### config.mk
export PLATFORM = sky130hd
export DESIGN_NAME = sa_pe_os
export DESIGN_NICKNAME = d
export VERILOG_FILES = /design/src/rtl/sa_pkg.sv /design/src/rtl/sa_mac_sat.sv /design/src/rtl/sa_pe_os.sv
export SDC_FILE = /design/constraint.sdc
export NUM_CORES = 1
export LEC_CHECK = 0
export BUFFER_PORTS_ARGS = -buffer_cell sky130_fd_sc_hd__buf_2
export CORE_MARGIN = 2
export CORE_UTILIZATION = 55
export CTS_CLUSTER_DIAMETER = 60
export DETAILED_ROUTE_END_ITERATION = 8
export GPL_TIMING_DRIVEN = 0
export PLACE_DENSITY_LB_ADDON = 0.05
export RECOVER_POWER = 25
export SYNTH_ARGS = -nofsm -noshare
export SYNTH_HDL_FRONTEND = slang
export SYNTH_HIERARCHICAL = 1
export SYNTH_SLANG_ARGS = --single-unit
### constraint.sdc
create_clock -name CLK -period 5.8 [get_ports CLK]
set_clock_uncertainty 0.2 [all_clocks]
set_input_delay 0.87 -clock CLK [delete_from_list [all_inputs] [get_ports CLK]]
set_output_delay 0.87 -clock CLK [all_outputs]
set_load 0.005 [all_outputs]
### src/rtl/sa_pkg.sv
// Shared types and constants for the systolic-array processing elements.
// Saturation bounds are returned wide and truncated to AW by the user.
package sa_pkg;

    localparam int DW_DEF = 8;
    localparam int AW_DEF = 24;
    localparam int AW_MAX = 128;

    typedef struct packed {
        logic vld;
        logic first;
    } pe_tag_t;

    function automatic logic [AW_MAX-1:0] sat_max(input int aw, input bit sgn);
        logic [AW_MAX-1:0] r;
        r = (AW_MAX'(1) << aw) - AW_MAX'(1);
        if (sgn) begin
            r = r >> 1;
        end
        return r;
    endfunction

    function automatic logic [AW_MAX-1:0] sat_min(input int aw, input bit sgn);
        return sgn ? (AW_MAX'(1) << (aw - 1)) : '0;
    endfunction

endpackage

### src/rtl/sa_mac_sat.sv
// Combinational accumulate step: extend the product to AW, add at AW+1 bits,
// flag overflow and optionally clamp to the representable range.
module sa_mac_sat import sa_pkg::*; #(
    parameter int PW     = 16,
    parameter int AW     = 24,
    parameter int SIGNED = 0,
    parameter int SAT    = 1
) (
    input  logic [AW-1:0] acc,
    input  logic [PW-1:0] prod,
    output logic [AW-1:0] prod_ext,
    output logic [AW-1:0] sum,
    output logic          ovf
);

    localparam bit SGN = (SIGNED != 0);
    localparam logic [AW-1:0] MAX_V = AW'(sat_max(AW, SGN));
    localparam logic [AW-1:0] MIN_V = AW'(sat_min(AW, SGN));

    generate
        if (AW > PW) begin : g_ext
            assign prod_ext = {{(AW-PW){SGN & prod[PW-1]}}, prod};
        end else begin : g_noext
            assign prod_ext = prod;
        end
    endgenerate

    logic [AW:0] sum_w;
    assign sum_w = {SGN & acc[AW-1], acc} + {SGN & prod_ext[AW-1], prod_ext};

    // Signed overflow: operands agree in sign but the result does not.
    assign ovf = SGN ? ((acc[AW-1] == prod_ext[AW-1]) && (sum_w[AW-1] != acc[AW-1]))
                     : sum_w[AW];

    always_comb begin
        sum = sum_w[AW-1:0];
        if ((SAT != 0) && ovf) begin
            sum = (SGN && acc[AW-1]) ? MIN_V : MAX_V;
        end
    end

endmodule

### src/rtl/sa_pe_os.sv
// Output-stationary MAC PE: forwards A east and B south, accumulates tagged
// products, and shifts finished results south through a drain register.
module sa_pe_os import sa_pkg::*; #(
    parameter int DW       = DW_DEF,
    parameter int AW       = AW_DEF,
    parameter int SIGNED   = 0,
    parameter int SAT      = 1,
    parameter int MUL_PIPE = 1
) (
    input  logic          CLK,
    input  logic          RST,
    input  logic          EN,
    input  logic [DW-1:0] A_IN,
    input  logic          A_VLD_IN,
    input  logic          A_FIRST_IN,
    input  logic [DW-1:0] B_IN,
    input  logic          B_VLD_IN,
    output logic [DW-1:0] A_OUT,
    output logic          A_VLD_OUT,
    output logic          A_FIRST_OUT,
    output logic [DW-1:0] B_OUT,
    output logic          B_VLD_OUT,
    input  logic          DRAIN,
    input  logic [AW-1:0] C_IN,
    input  logic          C_VLD_IN,
    output logic [AW-1:0] C_OUT,
    output logic          C_VLD_OUT,
    output logic          OVF
);

    localparam int PW  = 2 * DW;
    localparam bit SGN = (SIGNED != 0);

    logic [DW-1:0] a_reg, b_reg;
    pe_tag_t       a_tag_reg;
    logic          b_vld_reg;

    always_ff @(posedge CLK) begin
        if (!RST) begin
            a_reg     <= '0;
            b_reg     <= '0;
            a_tag_reg <= '0;
            b_vld_reg <= 1'b0;
        end else if (EN) begin
            a_reg     <= A_IN;
            b_reg     <= B_IN;
            a_tag_reg <= '{vld: A_VLD_IN, first: A_FIRST_IN};
            b_vld_reg <= B_VLD_IN;
        end
    end

    assign A_OUT       = a_reg;
    assign A_VLD_OUT   = a_tag_reg.vld;
    assign A_FIRST_OUT = a_tag_reg.first;
    assign B_OUT       = b_reg;
    assign B_VLD_OUT   = b_vld_reg;

    // Low 2*DW bits of the product of extended operands are exact either way.
    logic [PW-1:0] a_x, b_x, prod_c;
    assign a_x    = {{DW{SGN & a_reg[DW-1]}}, a_reg};
    assign b_x    = {{DW{SGN & b_reg[DW-1]}}, b_reg};
    assign prod_c = a_x * b_x;

    logic [PW-1:0] prod_s;
    logic          mac_s, first_s;

    generate
        if (MUL_PIPE != 0) begin : g_pipe
            logic [PW-1:0] prod_reg;
            pe_tag_t       tag_reg;
            always_ff @(posedge CLK) begin
                if (!RST) begin
                    prod_reg <= '0;
                    tag_reg  <= '0;
                end else if (EN) begin
                    prod_reg <= prod_c;
                    tag_reg  <= '{vld: a_tag_reg.vld & b_vld_reg, first: a_tag_reg.first};
                end
            end
            assign prod_s  = prod_reg;
            assign mac_s   = tag_reg.vld;
            assign first_s = tag_reg.first;
        end else begin : g_comb
            assign prod_s  = prod_c;
            assign mac_s   = a_tag_reg.vld & b_vld_reg;
            assign first_s = a_tag_reg.first;
        end
    endgenerate

    logic [AW-1:0] acc_reg, acc_next, prod_ext, sum;
    logic          ovf_reg, ovf_next, ovf_c;

    sa_mac_sat #(.PW(PW), .AW(AW), .SIGNED(SIGNED), .SAT(SAT)) u_mac (
        .acc      (acc_reg),
        .prod     (prod_s),
        .prod_ext (prod_ext),
        .sum      (sum),
        .ovf      (ovf_c)
    );

    always_comb begin
        acc_next = acc_reg;
        ovf_next = ovf_reg;
        if (mac_s) begin
            if (first_s) begin
                acc_next = prod_ext;
                ovf_next = 1'b0;
            end else begin
                acc_next = sum;
                ovf_next = ovf_reg | ovf_c;
            end
        end
    end

    logic [AW-1:0] c_reg;
    logic          c_vld_reg;

    always_ff @(posedge CLK) begin
        if (!RST) begin
            acc_reg   <= '0;
            ovf_reg   <= 1'b0;
            c_reg     <= '0;
            c_vld_reg <= 1'b0;
        end else if (EN) begin
            acc_reg <= acc_next;
            ovf_reg <= ovf_next;
            // Local capture beats the chain; a coincident C_IN is lost.
            if (DRAIN) begin
                c_reg     <= acc_next;
                c_vld_reg <= 1'b1;
            end else if (C_VLD_IN) begin
                c_reg     <= C_IN;
                c_vld_reg <= 1'b1;
            end else begin
                c_vld_reg <= 1'b0;
            end
        end
    end

    assign C_OUT     = c_reg;
    assign C_VLD_OUT = c_vld_reg;
    assign OVF       = ovf_reg;

endmodule

==> flow_metrics.py, run 1 <==
metrics = {
    "status": {
        "outcome": "complete, no violations",
    },
    "sta": {
        "holdWs_ns": 0.295,
        "min_period_over_period_pct": 83.0,
        "fmax_ghz": 0.208,
        "final-setup-viol-count": 0,
        "hold_viol": 0,
        "worst_pin_slew_ns": 0.648,
        "rsz0062_at_grt": "false",
        "max_slew_margin_pct": 56.8,
        "fin_setup_tns_ns": 0,
        "finalCriticalPeriod_ns": 4.81,
        "setup_ws_ns": 0.989,
        "final_max_slew_viol_count": 0,
    },
    "worst_hold_path": {
        "min_path_type": "flop to flop",
    },
    "synthesis": {
        "synth_area_per_cell_um2": 8.47,
        "synth_cells": 849,
        "synthFlopType": "dfxtp_1",
        "synth_top_family_by_area": "adder cells",
        "synth_warnings": 6,
        "ys_top_cells_by_area": "dfxtp_1, fa_1, mux2i_1",
        "synthAdderAreaFrac_pct": 19.4,
        "yosysUniqueCellTypes": 59,
        "synth_mux_area_share_pct": 10.5,
        "synth_area_um2": 7190,
        "synth_xor_area_share_pct": 2.07,
        "async_flop_share_pct": 0,
        "yosysTopAreaCell": "dfxtp_1",
        "ys_seq_area_share_pct": 24.2,
        "netlist.area_leader.share_pct": 24.2,
        "synth_compound_area_share_pct": 18.2,
        "synth_seq_cells": 87,
        "synthSimpleGateAreaFrac_pct": 17.7,
        "synth-edff-count": 0,
    },
    "global_route": {
        "first_global_vias": 6095,
        "grt_overflow_total": 0,
        "grt_max_degree": 15,
        "track_usage_pct": 25.9,
        "grt_pass1_wl_mm": 29.7,
        "antenna_found_initial": 0,
    },
    "floorplan": {
        "std_cell_rows": 41,
        "top_level_ports": 93,
        "die_h_um": 118,
        "die_area_um2": 14000,
        "start_util_pct": 56.7,
        "die_w_um": 118,
        "coreArea_um2": 12700,
    },
    "power": {
        "ir_drop_mv": 0.121,
        "p_leak_nw": 3.80,
        "combPwrFrac_pct": 15.5,
        "netSwitchingFraction_pct": 26.9,
        "power.total_mw": 1.52,
        "clockPowerShare_pct": 41.4,
        "seq_power_share_pct": 43.2,
        "power.internal_mw": 1.11,
        "p_switching_uw": 409,
        "p_per_area_nw_per_um2": 185,
    },
    "routing": {
        "viasPerCell": 5.57,
        "drt_iter0_drc": 230,
        "num_vias": 6317,
        "dr.pass1.iters": 5,
        "routed_wl_mm": 17.8,
        "post_drt_wl_per_cell_um": 15.7,
        "ant_nets": 0,
        "drcViolationCount": 0,
    },
    "critical_path": {
        "crit_chain": "and2_1 -> fa_1 -> inv_1 -> fa_1 -> inv_1 -> fa_1 -> inv_1 -> fa_1 -> inv_1 -> ha_1 -> a21o_1 -> a21oi_4 -> a21oi_2 -> or4_1 -> a31oi_1",
        "worst-setup-path-type": "flop to flop",
        "required_ns": 5.87,
        "critPathSlowestCell": "fa_1",
        "start_kind": "flop",
        "end_kind": "flop",
        "slowest_delay_ns": 0.54,
        "crit_fanout": 10,
        "worstPathArrival_ns": 4.89,
    },
    "cells_and_area": {
        "drive_above_1_share_pct": 14.5,
        "nets": 1095,
        "syn2layout_area_growth_pct": 13.8,
        "multiInputGateArea_um2": 4900,
        "seqCellArea_um2": 1740,
        "num-fill-cells": 1156,
        "final_core_util_pct": 64.6,
        "antenna_cells": 0,
    },
    "clock_network": {
        "post_cts_resized": 0,
        "clk_pin_slew_ns": 0.07,
        "numCtsBuffers": 9,
        "cts.sinks": 87,
        "clockBufferDepth": 2,
        "cts_tree": "built",
        "clk_latency_ns": 0.34,
        "ctsHoldBuffers": 0,
        "cts_setup_buffers": 0,
        "htreeDepth": 3,
        "root_buffer": "clkbuf_16",
    },
    "flow_run": {
        "maxCapViolCount": 0,
    },
    "placement": {
        "post-place-ws_ns": 0.959,
        "io_buffer_count": 91,
        "finalWeightedCongestion": 0.904,
        "post-dp-hpwl_mm": 14.2,
    },
}
[stage by stage]
| stage | cells | instance area [um^2] |
|---|---|---|
| 2_1_floorplan | 856 | 7210 |
| 3_3_place_gp | 1119 | 7890 |
| 3_5_place_dp | 1119 | 7890 |
| 4_1_cts | 1135 | 8200 |
| 5_1_grt | 1135 | 8180 |
| 6_report | 1135 | 8180 |
[critical path: cells and delay by family (launching register included)]
family,cells,cell delay [ns]
DFF,1,0.42
and+or+nand+nor,2,0.75
AOI/OAI and AO/OA,4,0.71
buffers and inverters,4,0.21
adders and majority gates,5,2.46
[cells by family (layout without fill, tap and decap cells)]
family          count (synthesis)  in the layout
compound gates                187            187
xor+xnor                       17             17
fa+ha+maj                      89             89
buf+inv                       123            230
flops                          87             87
mux                            75             75
other cells                     1              8
simple gates                  270            270
[power groups by stage]
stage / clock [mW] / sequential (mW) / combinational (mW)
detailed placement: 0 / 0.668 / 0.236
floorplan: 0 / 0.660 / 0.162
global placement: 0 / 0.667 / 0.230
global route: 0.663 / 0.660 / 0.264
CTS: 0.640 / 0.655 / 0.238
finish: 0.628 / 0.655 / 0.235
[Yosys cell counts (all sizes together), types with 2 or more instances]
cell and number:
buf 36, nand3 19, o21ai 14, inv 56, xnor2 12, o2111ai 2, clkbuf 31, a211o 3
o31a 3, fa 37, nand3b 2, xor2 5, nor3 7, a31oi 7, and3 5, o211ai 7
a31o 2, a21oi 59, a21o 9, nand4 6, ha 52, o21bai 3, a211oi 54, nor2b 3
and2 54, nand2b 4, o21a 11, o31ai 2, nor2 106, nand2 55, dfxtp 87, or3 5
mux2i 74, o2bb2ai 2
[layout by cell type, fill, tap and decap left out, types with 7 or more instances in the layout]
| cell type | count |
|---|---|
| a211oi_1 | 53 |
| a21o_1 | 8 |
| a21oi_1 | 56 |
| and2_1 | 54 |
| buf_2 | 88 |
| buf_4 | 25 |
| clkbuf_1 | 46 |
| clkbuf_16 | 9 |
| conb_1 | 8 |
| dfxtp_1 | 87 |
| fa_1 | 37 |
| ha_1 | 52 |
| inv_1 | 56 |
| mux2i_1 | 74 |
| nand2_1 | 55 |
| nand3_1 | 19 |
| nor2_1 | 106 |
| nor3_1 | 7 |
| o211ai_1 | 7 |
| o21a_1 | 11 |
| o21ai_0 | 13 |
| xnor2_1 | 12 |
[per-layer routing]
layer  wire, um  GRT usage [%]  vias up
li1           -              -     3140
met1       7840           32.4     2945
met2       8560           44.8      205
met3        983           5.07       27
met4        395           7.83        0
met5          0              0        -
[final cells by class]
class | instances | share of cell area, %
plain buffers | 67 | 4.37
clock buffers | 11 | 2.84
clock inverters | 5 | 0.994
inverters | 56 | 2.57
multi-input cells | 646 | 59.9
flip-flops and latches | 87 | 21.3
well taps | 172 | 2.63
repair buffers | 91 | 5.37
[final timing paths]
| kind | startpoint | end | slack [ns] | cells after the start |
|---|---|---|---|---|
| worst min-delay path | C_OUT[18]$_SDFFE_PN0P_ | C_OUT[18]$_SDFFE_PN0P_ | 0.29 | 2 |
| worst max-delay path | A_OUT[3]$_SDFFE_PN0P_ | g_pipe.prod_reg[15]$_SDFFE_PN0P_ | 0.99 | 15 |
| worst max register to register | A_OUT[3]$_SDFFE_PN0P_ | g_pipe.prod_reg[15]$_SDFFE_PN0P_ | 0.99 | 15 |
| worst min register to register | C_OUT[18]$_SDFFE_PN0P_ | C_OUT[18]$_SDFFE_PN0P_ | 0.29 | 2 |
Power figures use the tool's default switching activity.
==> run 2, diff against run 1 <==
--- a/config.mk
+++ b/config.mk
@@ -5,9 +5,10 @@
 export SDC_FILE = /design/constraint.sdc
 export NUM_CORES = 1
 export LEC_CHECK = 0
+export ABC_AREA = 1
 export BUFFER_PORTS_ARGS = -buffer_cell sky130_fd_sc_hd__buf_2
 export CORE_MARGIN = 2
-export CORE_UTILIZATION = 55
+export CORE_UTILIZATION = 54
 export CTS_CLUSTER_DIAMETER = 60
 export DETAILED_ROUTE_END_ITERATION = 8
 export GPL_TIMING_DRIVEN = 0
==> constraint.sdc (replaced) <==
create_clock -name CLK -period 3.9 [get_ports CLK]
set_clock_uncertainty 0.2 [all_clocks]
set_input_delay 0.585 -clock CLK [delete_from_list [all_inputs] [get_ports CLK]]
set_output_delay 0.585 -clock CLK [all_outputs]
set_load 0.005 [all_outputs]
==> run 2 against run 1 <==
Compared with the run above: the flow now finishes with violations (negative setup slack); sequential power up 52%; global-route usage grew 2.3 points; worst hold slack got worse by 0.050 ns; power rose by 67%; sequential cell count stayed put; critical path type unchanged; largest cell class unchanged.
==> flow_metrics.py, run 2 <==
metrics = {
    "status": {
        "outcome": "finished, violations left",
        "violations": "negative setup slack",
    },
    "critical_path": {
        "crit_fanout": 8,
        "reg2reg_slack_ns": -0.06,
        "end_kind": "flop",
        "required_ns": 3.95,
        "worst-setup-path-type": "flop to flop",
        "worstPathArrival_ns": 4.01,
        "start_kind": "flop",
    },
    "clock_network": {
        "cts.sinks": 87,
        "numCtsBuffers": 9,
        "clk_latency_ns": 0.35,
        "htreeDepth": 3,
        "clockBufferDepth": 2,
        "root_buffer": "clkbuf_16",
        "clk_pin_slew_ns": 0.07,
        "cts_tree": "built",
    },
    "placement": {
        "dp.cells": 1531,
        "post-dp-hpwl_mm": 17.3,
        "finalWeightedCongestion": 0.946,
        "io_buffer_count": 91,
        "post-place-ws_ns": -0.362,
    },
    "synthesis": {
        "synthFlopType": "dfxtp_1",
        "yosysUniqueCellTypes": 38,
        "ys_top_cells_by_area": "dfxtp_1, nand2_1, inv_1",
        "synth_area_um2": 7980,
        "post-synth-top-count-cell": "nand2_1",
        "ys_top_cells_by_count": "nand2_1, inv_1, nor2_1",
        "synth_area_per_cell_um2": 6.39,
        "async_flop_share_pct": 0,
        "ys_seq_area_share_pct": 21.8,
        "synth_warnings": 6,
        "synth-edff-count": 0,
        "synth_seq_cells": 87,
        "yosysTopAreaCell": "dfxtp_1",
        "synth_cells": 1249,
        "netlist.area_leader.share_pct": 21.8,
    },
    "power": {
        "p_per_area_nw_per_um2": 270,
        "p_leak_nw": 5.17,
        "power.total_mw": 2.53,
        "ir_drop_mv": 0.227,
    },
    "global_route": {
        "grt_pass1_wl_mm": 36.5,
        "track_usage_pct": 28.2,
        "antenna_found_initial": 0,
        "first_global_vias": 7841,
        "grt_max_degree": 18,
        "grt_overflow_total": 0,
    },
    "routing": {
        "viasPerCell": 5.07,
        "routed_wl_mm": 22.0,
        "post_drt_wl_per_cell_um": 14.1,
        "ant_nets": 0,
        "num_vias": 7897,
        "dr.pass1.iters": 5,
        "drt_iter0_drc": 406,
        "drcViolationCount": 0,
    },
    "sta": {
        "worst_pin_slew_ns": 0.572,
        "rsz0062_at_grt": "true",
        "fin_setup_tns_ns": -0.148,
        "fmax_ghz": 0.253,
        "hold_viol": 0,
        "min_period_over_period_pct": 102,
        "setup_ws_ns": -0.0603,
        "finalCriticalPeriod_ns": 3.96,
        "final-setup-viol-count": 4,
        "final_max_slew_viol_count": 0,
        "max_slew_margin_pct": 61.9,
    },
    "worst_hold_path": {
        "min_path_type": "primary input to flop",
    },
    "floorplan": {
        "start_util_pct": 55.1,
        "die_area_um2": 15800,
        "die_w_um": 126,
        "coreArea_um2": 14500,
        "die_h_um": 126,
        "top_level_ports": 93,
        "std_cell_rows": 44,
    },
    "flow_run": {
        "maxCapViolCount": 0,
    },
    "cells_and_area": {
        "num-fill-cells": 1441,
        "final_cell_mix": "nand2_1, inv_1, nor2_1, buf_2, o21ai_0",
        "drive_above_1_share_pct": 19.6,
        "nets": 1507,
        "final_cells": 1559,
        "syn2layout_area_growth_pct": 17.6,
        "antenna_cells": 0,
        "final_common_cell": "nand2_1",
    },
}
==> run 2: logic make-up (layout without fill, tap and decap cells) <==
| family | count (synthesis) | in the layout | synth area share (%) |
|---|---|---|---|
| compound gates | 178 | 178 | 11.4 |
| xor+xnor | 11 | 11 | 1.21 |
| fa+ha+maj | 89 | 89 | 17.4 |
| buf+inv | 284 | 403 | 15.4 |
| flops | 87 | 87 | 21.8 |
| other cells | 1 | 8 | 0.0470 |
| simple gates | 599 | 599 | 32.7 |
==> run 2: what timing repair did <==
item                                    4_1_cts  5_1_grt
setup buffers                                13       11
pin swaps                                    34       32
resized for setup                            51       39
hold buffers                                  0        0
endpoints found under the setup margin       10       10
==> run 2: worst paths after layout <==
path,from,endpoint,cells after the start
hold / removal,B_IN[3],B_OUT[3]$_SDFFE_PN0P_,3
setup / recovery,B_OUT[4]$_SDFFE_PN0P_,g_pipe.prod_reg[15]$_SDFFE_PN0P_,19
setup reg to reg,B_OUT[4]$_SDFFE_PN0P_,g_pipe.prod_reg[15]$_SDFFE_PN0P_,19
hold reg to reg,C_VLD_OUT$_SDFFE_PN0P_,C_VLD_OUT$_SDFFE_PN0P_,2
==> run 2: final cells by class <==
class	count	area (um^2)	share of cell area [%]
Inverter	203	762	8.12
Clock buffer	9	225	2.40
Tap cell	184	230	2.45
Multi-Input combinational cell	885	5250	55.9
Buffer	69	440	4.69
Sequential cell	87	1790	19.0
Timing Repair Buffer	115	636	6.77
Clock inverter	7	60.1	0.640
==> run 2: critical path, stage by stage (launching register included) <==
cell and delay, ns:
dfxtp_4 0.39, nand2_2 0.07, inv_2 0.04, fa_1 0.54, inv_2 0.04, fa_1 0.50, inv_1 0.05, fa_1 0.47
inv_1 0.05, fa_1 0.48, inv_2 0.04, ha_4 0.30, nand2_4 0.07, nor2_4 0.09, and2_4 0.14, nand2_2 0.05
nand4_1 0.08, nand3_2 0.13, nand2_1 0.10, inv_1 0.03
==> run 2: through the flow <==
step                      utilization (%)  hold WS [ns]  area [um^2]
after CTS                            64.0         0.242         9270
after detailed placement             60.6         0.276         8770
after global routing                 64.8         0.248         9390
final                                64.8         0.245         9390
after floorplan                         -         0.261         8080
after global placement               60.6         0.270         8770
==> run 2: routing by layer <==
layer | track usage (%) | wire [um] | part of all wire [%]
met5 | 0 | 0 | 0
met4 | 10.4 | 630 | 2.9
met3 | 3.77 | 801 | 3.6
met2 | 50.6 | 11200 | 51
met1 | 34.5 | 9440 | 43
==> run 2: report_power, final <==
part	internal [mW]	leakage (nW)	switching, mW	total (mW)
combinational	0.297	4.31	0.387	0.684
clock	0.445	0.136	0.408	0.853
sequential	0.941	0.723	0.0558	0.997
==> run 3, diff against run 2 <==
--- a/config.mk
+++ b/config.mk
@@ -5,7 +5,7 @@
 export SDC_FILE = /design/constraint.sdc
 export NUM_CORES = 1
 export LEC_CHECK = 0
-export ABC_AREA = 1
+export ABC_AREA = 0
 export BUFFER_PORTS_ARGS = -buffer_cell sky130_fd_sc_hd__buf_2
 export CORE_MARGIN = 2
 export CORE_UTILIZATION = 54
@@ -14,6 +14,7 @@
 export GPL_TIMING_DRIVEN = 0
 export PLACE_DENSITY_LB_ADDON = 0.05
 export RECOVER_POWER = 25
+export SLEW_MARGIN = 10
 export SYNTH_ARGS = -nofsm -noshare
 export SYNTH_HDL_FRONTEND = slang
 export SYNTH_HIERARCHICAL = 1
==> run 3 against run 2 <==
Compared with the run above: global-route usage fell by 1.4 points; critical path depth fell by 6; clock power rose by 6.7%; non-clock buffer count did not move; final cell count fell by 25%; power fell by 9.4%; worst hold slack improved by 0.018 ns; the flow still finishes with violations (negative setup slack); design area fell by 8.0%; routed wire length fell by 14%.
==> flow_metrics.py, run 3 (synthesized netlist as in run 1, its figures left out) <==
metrics = {
    "status": {
        "outcome": "finished, violations left",
        "violations": "negative setup slack",
    },
    "clock_network": {
        "cts_tree": "built",
        "root_buffer": "clkbuf_16",
        "clk_pin_slew_ns": 0.07,
        "clk_latency_ns": 0.35,
        "clockBufferDepth": 2,
        "ctsHoldBuffers": 0,
        "numCtsBuffers": 9,
        "cts.sinks": 87,
        "htreeDepth": 3,
    },
    "floorplan": {
        "die_area_um2": 14300,
        "start_util_pct": 54.7,
        "top_level_ports": 93,
        "coreArea_um2": 13100,
        "die_h_um": 119,
        "std_cell_rows": 42,
        "die_w_um": 119,
    },
    "critical_path": {
        "reg2reg_slack_ns": -0.35,
        "r2r_cells": 13,
        "worst-setup-path-type": "flop to flop",
        "crit_fanout": 6,
        "r2r-end": "g_pipe.prod_reg[15]$_SDFFE_PN0P_",
        "required_ns": 3.99,
        "worstPathArrival_ns": 4.34,
        "start_kind": "flop",
        "end_kind": "flop",
        "r2r-start": "B_OUT[2]$_SDFFE_PN0P_",
    },
    "sta": {
        "hold_viol": 0,
        "final_max_slew_viol_count": 0,
        "rsz0062_at_grt": "true",
        "fmax_ghz": 0.235,
        "setup_ws_ns": -0.348,
        "min_period_over_period_pct": 109,
        "fin_setup_tns_ns": -2.34,
        "worst_pin_slew_ns": 0.623,
        "final-setup-viol-count": 8,
        "max_slew_margin_pct": 58.5,
        "holdWs_ns": 0.263,
        "finalCriticalPeriod_ns": 4.25,
    },
    "cells_and_area": {
        "final_cell_mix": "nor2_1, buf_2, mux2i_1, dfxtp_1, inv_1",
        "syn2layout_area_growth_pct": 20.2,
        "final_common_cell": "nor2_1",
        "final_core_util_pct": 65.8,
        "num-fill-cells": 1114,
        "antenna_cells": 0,
        "nets": 1121,
        "drive_above_1_share_pct": 21.9,
    },
    "flow_run": {
        "maxCapViolCount": 0,
    },
    "routing": {
        "num_vias": 6429,
        "post_drt_wl_per_cell_um": 16.2,
        "dr.pass1.iters": 4,
        "drt_iter0_drc": 311,
        "viasPerCell": 5.52,
        "ant_nets": 0,
        "drcViolationCount": 0,
        "routed_wl_mm": 18.9,
    },
    "worst_hold_path": {
        "hp-start": "A_IN[5]",
        "worstHoldPathCells": 3,
        "min_path_type": "primary input to flop",
        "hold_end": "A_OUT[5]$_SDFFE_PN0P_",
    },
    "global_route": {
        "grt_max_degree": 16,
        "grt_overflow_total": 0,
        "antenna_found_initial": 0,
        "grt_pass1_wl_mm": 30.9,
        "track_usage_pct": 26.8,
        "first_global_vias": 6327,
    },
    "power": {
        "combPwrFrac_pct": 18.1,
        "power.total_mw": 2.29,
        "seq_power_share_pct": 42.3,
        "netSwitchingFraction_pct": 28.5,
        "p_leak_nw": 3.97,
        "p_switching_uw": 653,
        "ir_drop_mv": 0.174,
        "power.internal_mw": 1.64,
        "clockPowerShare_pct": 39.7,
        "p_per_area_nw_per_um2": 266,
    },
    "placement": {
        "finalWeightedCongestion": 0.897,
        "post-dp-hpwl_mm": 14.4,
        "io_buffer_count": 91,
    },
}
==> run 3: changes by cell type in the layout (fill, tap and decap cells not counted), sizes merged, moves of 11 or more <==
cell,delta
a211oi,+53
nand3,-64
nand2,-252
inv,-149
and2,+50
clkbuf,+11
o21a,+11
o21ai,-91
mux2i,+74
or2,-34
nor2,-49
==> run 3: timing repair <==
action | CTS | global route
resized for setup | 24 | 19
setup buffers | 14 | 12
endpoints found under the setup margin | 9 | 9
pin swaps | 19 | 12
gates cloned | 0 | 0
==> run 3: final cells by class <==
cell class              count  area, um^2  share of cell area, %
clock inverters             6        66.3                  0.768
inverters                  56         210                   2.43
plain buffers              67         369                   4.27
flip-flops and latches     87        1790                   20.7
repair buffers            117         666                   7.70
well taps                 176         220                   2.55
multi-input cells         646        5080                   58.8
clock buffers              10         239                   2.77
==> run 3: metrics by stage <==
stage / instances / cell area, um^2 / setup WS [ns]
floorplan: 856 / 7300 / -0.200
global placement: 1123 / 7980 / -0.463
detailed placement: 1123 / 7980 / -0.505
CTS: 1153 / 8480 / -0.360
global route: 1165 / 8640 / -0.488
finish: 1165 / 8640 / -0.348
==> run 3: metal layers <==
metal  up-vias  wire [um]  track usage [%]
met5         -          0                0
met4         0        471             8.53
met3        28        824             4.12
met2       178       9270             48.2
met1      3032       8350             32.9
li1       3191          -                -
==> run 3: power by group through the flow <==
stage                     combinational, mW  clock [mW]  sequential, mW
after floorplan                       0.254           0           0.981
after global placement                0.355           0           0.992
after detailed placement              0.364           0           0.995
after CTS                             0.390       0.921           0.970
after global routing                  0.459       0.959           0.976
final                                 0.414       0.910           0.970
==> run 3: how the worst max path moves through the flow <==
stage,endpoint,slack (ns),startpoint,cells after the start
2_1_floorplan,g_pipe.prod_reg[15]$_SDFFE_PN0P_,-0.20,B_OUT[2]$_SDFFE_PN0P_,15
3_3_place_gp,g_pipe.prod_reg[15]$_SDFFE_PN0P_,-0.46,A_OUT[1]$_SDFFE_PN0P_,14
3_5_place_dp,g_pipe.prod_reg[15]$_SDFFE_PN0P_,-0.51,A_OUT[1]$_SDFFE_PN0P_,14
4_1_cts,g_pipe.prod_reg[15]$_SDFFE_PN0P_,-0.36,A_OUT[5]$_SDFFE_PN0P_,15
5_1_grt,g_pipe.prod_reg[12]$_SDFFE_PN0P_,-0.49,A_OUT[5]$_SDFFE_PN0P_,15
6_report,g_pipe.prod_reg[15]$_SDFFE_PN0P_,-0.35,B_OUT[2]$_SDFFE_PN0P_,13
==> run 3: critical path, cell delays in order, from the launching register on <==
cell	delay, ns
dfxtp_4	0.38
and2_4	0.17
fa_1	0.55
fa_1	0.44
fa_1	0.52
inv_1	0.05
fa_1	0.49
inv_2	0.04
ha_4	0.16
a21oi_4	0.19
o21bai_2	0.11
a31o_1	0.22
or4_1	0.50
a31oi_1	0.16
